[src/rtl/alu_issue_ctrl.sv]
// rtl/alu_issue_ctrl.sv - multi-cycle issue/writeback controller for the regfile/ALU pair
//
// Purpose:
//   Accepts one MIPS instruction per valid/ready handshake, decodes addu, subu,
//   ori and lui, reads the operands from the register file, drives the
//   combinational ALU and writes the result back. One instruction is in flight
//   at a time: IDLE -> DECODE -> EXEC -> WB -> IDLE (DECODE -> IDLE on illegal).
//   Accept in cycle N gives rf_we in cycle N+3; throughput is 1 per 4 cycles.
//
// Optional feature macro: ALU_ZERO_FLAG_EN
//   defined   : zero_flag captures alu_zero for each retiring instruction.
//   undefined : zero_flag is tied to 0 and alu_zero is ignored.
//
// Ports:
//   clk, reset            clock, synchronous active-high reset
//   instr_valid/instr     instruction offer (word held until accepted)
//   instr_ready           high only in IDLE
//   rs_addr/rt_addr       regfile read addresses from the latched instruction
//   rs_data/rt_data       regfile read data (same cycle)
//   busA/busB/ALUctr      registered ALU operands and opcode
//   alu_out/alu_zero      ALU result and zero flag
//   rf_we/rf_waddr/rf_wdata  writeback strobe (one-cycle pulse), address, data
//   illegal               one-cycle pulse when an unsupported word is dropped
//   retired               completed-instruction counter (wraps)
//   zero_flag             zero flag of the last retired instruction (optional)

module alu_issue_ctrl #(
  parameter int REG_AW = 5,
  parameter int CNT_W  = 16
) (
  input  logic              clk,
  input  logic              reset,
  input  logic              instr_valid,
  input  logic [31:0]       instr,
  output logic              instr_ready,
  output logic [REG_AW-1:0] rs_addr,
  output logic [REG_AW-1:0] rt_addr,
  input  logic [31:0]       rs_data,
  input  logic [31:0]       rt_data,
  output logic [31:0]       busA,
  output logic [31:0]       busB,
  output logic [2:0]        ALUctr,
  input  logic [31:0]       alu_out,
  input  logic              alu_zero,
  output logic              rf_we,
  output logic [REG_AW-1:0] rf_waddr,
  output logic [31:0]       rf_wdata,
  output logic              illegal,
  output logic [CNT_W-1:0]  retired,
  output logic              zero_flag
);

  typedef enum logic [1:0] {
    S_IDLE   = 2'd0,
    S_DECODE = 2'd1,
    S_EXEC   = 2'd2,
    S_WB     = 2'd3
  } state_t;

  localparam logic [5:0] OP_RTYPE   = 6'h00;
  localparam logic [5:0] OP_ORI     = 6'h0D;
  localparam logic [5:0] OP_LUI     = 6'h0F;
  localparam logic [5:0] FN_ADDU    = 6'h21;
  localparam logic [5:0] FN_SUBU    = 6'h23;

  localparam logic [2:0] CTR_ADDU   = 3'b000;
  localparam logic [2:0] CTR_SUBU   = 3'b001;
  localparam logic [2:0] CTR_LUI    = 3'b011;
  localparam logic [2:0] CTR_ORI    = 3'b100;

  state_t              state_q;
  logic [31:0]         instr_q;
  logic [31:0]         busa_q;
  logic [31:0]         busb_q;
  logic [2:0]          ctr_q;
  logic [REG_AW-1:0]   dest_q;
  logic                rf_we_q;
  logic [REG_AW-1:0]   rf_waddr_q;
  logic [31:0]         rf_wdata_q;
  logic                illegal_q;
  logic [CNT_W-1:0]    retired_q;
  logic                zero_q;

  // Decode of the latched word, consumed in DECODE.
  logic                legal_d;
  logic [31:0]         busa_d;
  logic [31:0]         busb_d;
  logic [2:0]          ctr_d;
  logic [REG_AW-1:0]   dest_d;

  function automatic logic is_legal(input logic [31:0] w);
    logic ok;
    ok = 1'b0;
    if (w[31:26] == OP_RTYPE && (w[5:0] == FN_ADDU || w[5:0] == FN_SUBU)) ok = 1'b1;
    if (w[31:26] == OP_ORI || w[31:26] == OP_LUI) ok = 1'b1;
    return ok;
  endfunction

  assign rs_addr = REG_AW'(instr_q[25:21]);
  assign rt_addr = REG_AW'(instr_q[20:16]);

  always_comb begin
    legal_d = is_legal(instr_q);
    busa_d  = rs_data;
    busb_d  = rt_data;
    ctr_d   = CTR_ADDU;
    dest_d  = REG_AW'(instr_q[15:11]);
    if (instr_q[31:26] == OP_RTYPE) begin
      if (instr_q[5:0] == FN_SUBU) ctr_d = CTR_SUBU;
    end else if (instr_q[31:26] == OP_ORI) begin
      busb_d = {16'b0, instr_q[15:0]};
      ctr_d  = CTR_ORI;
      dest_d = REG_AW'(instr_q[20:16]);
    end else begin
      // lui: the ALU does the shift, so operand A is forced to zero.
      busa_d = 32'b0;
      busb_d = {16'b0, instr_q[15:0]};
      ctr_d  = CTR_LUI;
      dest_d = REG_AW'(instr_q[20:16]);
    end
  end

  always_ff @(posedge clk) begin
    if (reset) begin
      state_q    <= S_IDLE;
      instr_q    <= '0;
      busa_q     <= '0;
      busb_q     <= '0;
      ctr_q      <= CTR_ADDU;
      dest_q     <= '0;
      rf_we_q    <= 1'b0;
      rf_waddr_q <= '0;
      rf_wdata_q <= '0;
      illegal_q  <= 1'b0;
      retired_q  <= '0;
      zero_q     <= 1'b0;
    end else begin
      illegal_q <= 1'b0;
      rf_we_q   <= 1'b0;
      case (state_q)
        S_IDLE: begin
          if (instr_valid) begin
            instr_q   <= instr;
            // Flagged at accept so the pulse lands in the DECODE cycle.
            illegal_q <= !is_legal(instr);
            state_q   <= S_DECODE;
          end
        end
        S_DECODE: begin
          if (!legal_d) begin
            state_q <= S_IDLE;
          end else begin
            busa_q  <= busa_d;
            busb_q  <= busb_d;
            ctr_q   <= ctr_d;
            dest_q  <= dest_d;
            state_q <= S_EXEC;
          end
        end
        S_EXEC: begin
          // Writeback registers load here so the strobe is visible during WB.
          rf_wdata_q <= alu_out;
          rf_waddr_q <= dest_q;
          rf_we_q    <= (dest_q != '0);
          retired_q  <= retired_q + CNT_W'(1);
`ifdef ALU_ZERO_FLAG_EN
          zero_q     <= alu_zero;
`endif
          state_q    <= S_WB;
        end
        S_WB: begin
          state_q <= S_IDLE;
        end
        default: state_q <= S_IDLE;
      endcase
    end
  end

  assign instr_ready = (state_q == S_IDLE);
  assign busA        = busa_q;
  assign busB        = busb_q;
  assign ALUctr      = ctr_q;
  assign rf_we       = rf_we_q;
  assign rf_waddr    = rf_waddr_q;
  assign rf_wdata    = rf_wdata_q;
  assign illegal     = illegal_q;
  assign retired     = retired_q;

`ifdef ALU_ZERO_FLAG_EN
  assign zero_flag = zero_q;
  logic unused_bits;
  assign unused_bits = ^instr_q[10:6];
`else
  assign zero_flag = 1'b0;
  logic unused_bits;
  assign unused_bits = ^{instr_q[10:6], alu_zero, zero_q};
`endif

endmodule

[config.mk]
export PLATFORM = sky130hd
export DESIGN_NAME = alu_issue_ctrl
export DESIGN_NICKNAME = d
export VERILOG_FILES = /design/src/rtl/alu_issue_ctrl.sv
export SDC_FILE = /design/constraint.sdc
export NUM_CORES = 1
export LEC_CHECK = 0
export ABC_AREA = 0
export CORE_ASPECT_RATIO = 0.8
export CORE_MARGIN = 3
export CORE_UTILIZATION = 60
export DETAILED_ROUTE_END_ITERATION = 8
export DONT_BUFFER_PORTS = 1
export GPL_TIMING_DRIVEN = 0
export PLACE_DENSITY_LB_ADDON = 0.3
export SLEW_MARGIN = 40
export SYNTH_ARGS = -nofsm -noshare
export SYNTH_HDL_FRONTEND = slang
export SYNTH_SLANG_ARGS = --single-unit
[constraint.sdc]
create_clock -name clk -period 2.3 [get_ports clk]
set_clock_uncertainty 0.15 [all_clocks]
set_input_delay 0.46 -clock clk [delete_from_list [all_inputs] [get_ports clk]]
set_output_delay 0.46 -clock clk [all_outputs]
set_load 0.01 [all_outputs]
==> metrics.txt <==
Synth Net Count=roughly 910; Total Nets Final=926; most frequent cell after synthesis=dfxtp_1; reg2reg start=state_q[0]; Register-to-Register Path Depth=6; final wirelength=19500 um; Final TNS setup=0 ps; DP HPWL=roughly 15000 um; pwr/cell area=roughly 830 nW/um2; FP Rows=33; CP max-delay cell=dfxtp_1; via/cell ratio=between 6 and 7; CTS Hold Bufs=0; fin crit period=about 2200 ps; Max Root-Sink Buffers=2; critical path type=flip-flop to flip-flop; crit-path max cell delay=about 540 ps; HP Class=input pin to flip-flop; Slew @ Worst Pin=between 600 and 700 ps; Hold Fails Final Rpt=0; Pins Over Slew Limit=0; Mapped Area=between 6000 and 7000 um2; layout cells sized above 1=~9.1%; delay-heaviest family, CP=buffers and inverters; Yosys cell types=40; Startpoint Class=flip-flop; CP max FO=10; via count=around 6000; Top Ports=between 200 and 300; ANT cells=0; Crit path depth=6; Die Height=99.2 um; Hold Crit Start=alu_out[28]; CP bufs+invs=2; Syn Inst Count=about 770; vias in the first global route=about 5800; Skew-Pair Late Insertion Delay=roughly 400 ps; Worst EP arrival=~2300 ps; Synth top area share=approximately 50%; Synth Warn #=0; CTS HTree Levels=4; CTS Buf Count=17; Port Buf Inserts=0; Initial Utilization=62.6%; first-iteration detailed-routing DRC count=about 450; RD Place Congestion=about 0.86; CTS root buffer=clkbuf_16; # DRC=0; WHS Path Cells=2; Clock Sinks=161; Max Freq=between 0.4 and 0.5 GHz; total die area=approximately 12000 um2; Die Width=between 100 and 150 um; post-synthesis sequential area ratio=around half; Post-synth EDFFs=0; worst vdd ir=about 0.0007 V; largest net degree at the start of global routing=17; ys flop type=dfxtp_1; max_cap viols=0; Post-synth ARST share=0%; largest cells by area after synthesis=dfxtp_1 50%, a21oi_1 9.4%, nand2_1 8.7%; dpl cells=roughly 910; Tcrit/Tclk final=about 94%; Worst Path Required=roughly 2500 ps; crit path from=state_q[0]; clock-pin slew on the worst setup and hold paths=roughly 60 ps; GRT Total Usage=31.5%; commonest cells in the netlist=161 x dfxtp_1, 150 x nand2_1, 122 x a21oi_1; fill count=828; Core Area=around 10000 um2; CTS tree=built; Relative slew margins=approximately 56%; drt first pass iters=5; Leak=between 0.002 and 0.0025 uW; gr ovfl total=0; final setup fails=0; first-pass GRT wire length=between 20000 and 30000 um; Fin Hold WS=around 29 ps; DRT antenna net count=0; RSZ-0062 raised after global routing=false; P&R area growth vs syn=11.9%; Worst Setup End Kind=flip-flop; Yosys top cell by area=dfxtp_1; FF+latch count, synth=161; routed len/inst=20.6 um; Final Util=a little over two thirds; initial antenna violation count=0; outcome=complete, no violations; worst-path cell chain=nor2b_1, and3_1, buf_2, clkbuf_1, o211ai_1, a21oi_1; Mean Syn Cell Area=8.42 um2; fin cells=946
## placed cells by master (no fill, tap or decap), types with 2 or more instances in the layout
cell	count
xnor2_1	7
xor2_1	4
nand2_1	150
a21oi_1	122
a211oi_1	18
clkbuf_8	2
nor2b_1	3
o21ai_0	6
inv_1	3
buf_4	13
dfxtp_1	161
and4b_1	2
buf_6	6
buf_2	15
a31o_2	2
inv_6	3
buf_1	3
nor4_1	5
or3_1	3
clkinv_2	2
nand4_1	5
clkinv_4	2
clkbuf_16	17
o211ai_1	48
clkbuf_1	46
clkinvlp_4	2
nor2_1	23
a311oi_1	6
and3_1	3
nor3_1	30
nand2b_1	3
bufinv_16	2
nand3_1	58
clkbuf_2	2
mux2i_1	16
## registers in the layout, indices dropped and copies added (netlist names), 3 cells and up, named ones only
signal,count
ALUctr,3
busA,32
rf_waddr,5
dest_q,5
rf_wdata,32
retired,16
instr_q,32
busB,32
## cell families (layout without fill, tap and decap cells)
logic type | Yosys count | after routing | share of synthesized area [%]
other cells | 1 | 1 | 0.0576
buf+inv | 85 | 118 | 6.56
simple gates | 292 | 292 | 20.5
compound gates | 204 | 204 | 18.9
xor+xnor | 11 | 11 | 1.48
flops | 161 | 161 | 49.5
fa+ha+maj | 1 | 1 | 0.192
mux | 18 | 18 | 2.81
## layout make-up
cell class,count,area (um2),share of cell area [%]
flip-flops and latches,161,3220,44.2
multi-input cells,527,2860,39.2
clock buffers,21,460,6.32
plain buffers,82,419,5.75
well taps,140,175,2.40
clock inverters,11,129,1.77
inverters,3,11.3,0.155
repair buffers,1,7.51,0.103
## power by group
group	internal, uW	switching [uW]	leakage [uW]
registers	2830	35.0	0.00130
clock network	1670	1130	0.000284
logic	142	247	0.000907
total	4640	1410	0.00249
## worst paths after layout
check | end | slack [ps]
min | rf_wdata[28] | 30
min reg2reg | instr_q[25] | 310
max | busB[24] | 150
max reg2reg | busB[24] | 150
## layer usage
| metal | wire [um] | share of wire [%] | vias to the layer above | GRT usage (%) |
|---|---|---|---|---|
| met5 | 0 | 0 | - | 0 |
| met4 | 582 | 3.0 | 0 | 11.7 |
| met3 | 2230 | 11 | 52 | 11.4 |
| met2 | 9600 | 49 | 353 | 54.1 |
| met1 | 7060 | 36 | 2769 | 36.1 |
| li1 | - | - | 2759 | - |
## per-stage QoR
step,setup slack (ps),total power (uW),cell area [um2]
5_1_grt,35.3,6230,7280
3_3_place_gp,103,3290,6680
2_1_floorplan,529,3210,6510
3_5_place_dp,-5.70,3310,6680
6_report,147,6040,7280
4_1_cts,117,6050,7280
## what timing repair did
action,CTS,global route
buffers inserted,1,0
endpoints found under the setup margin,11,9
gates resized for setup,1,4
gates cloned,0,0
Power figures use the tool's default switching activity.
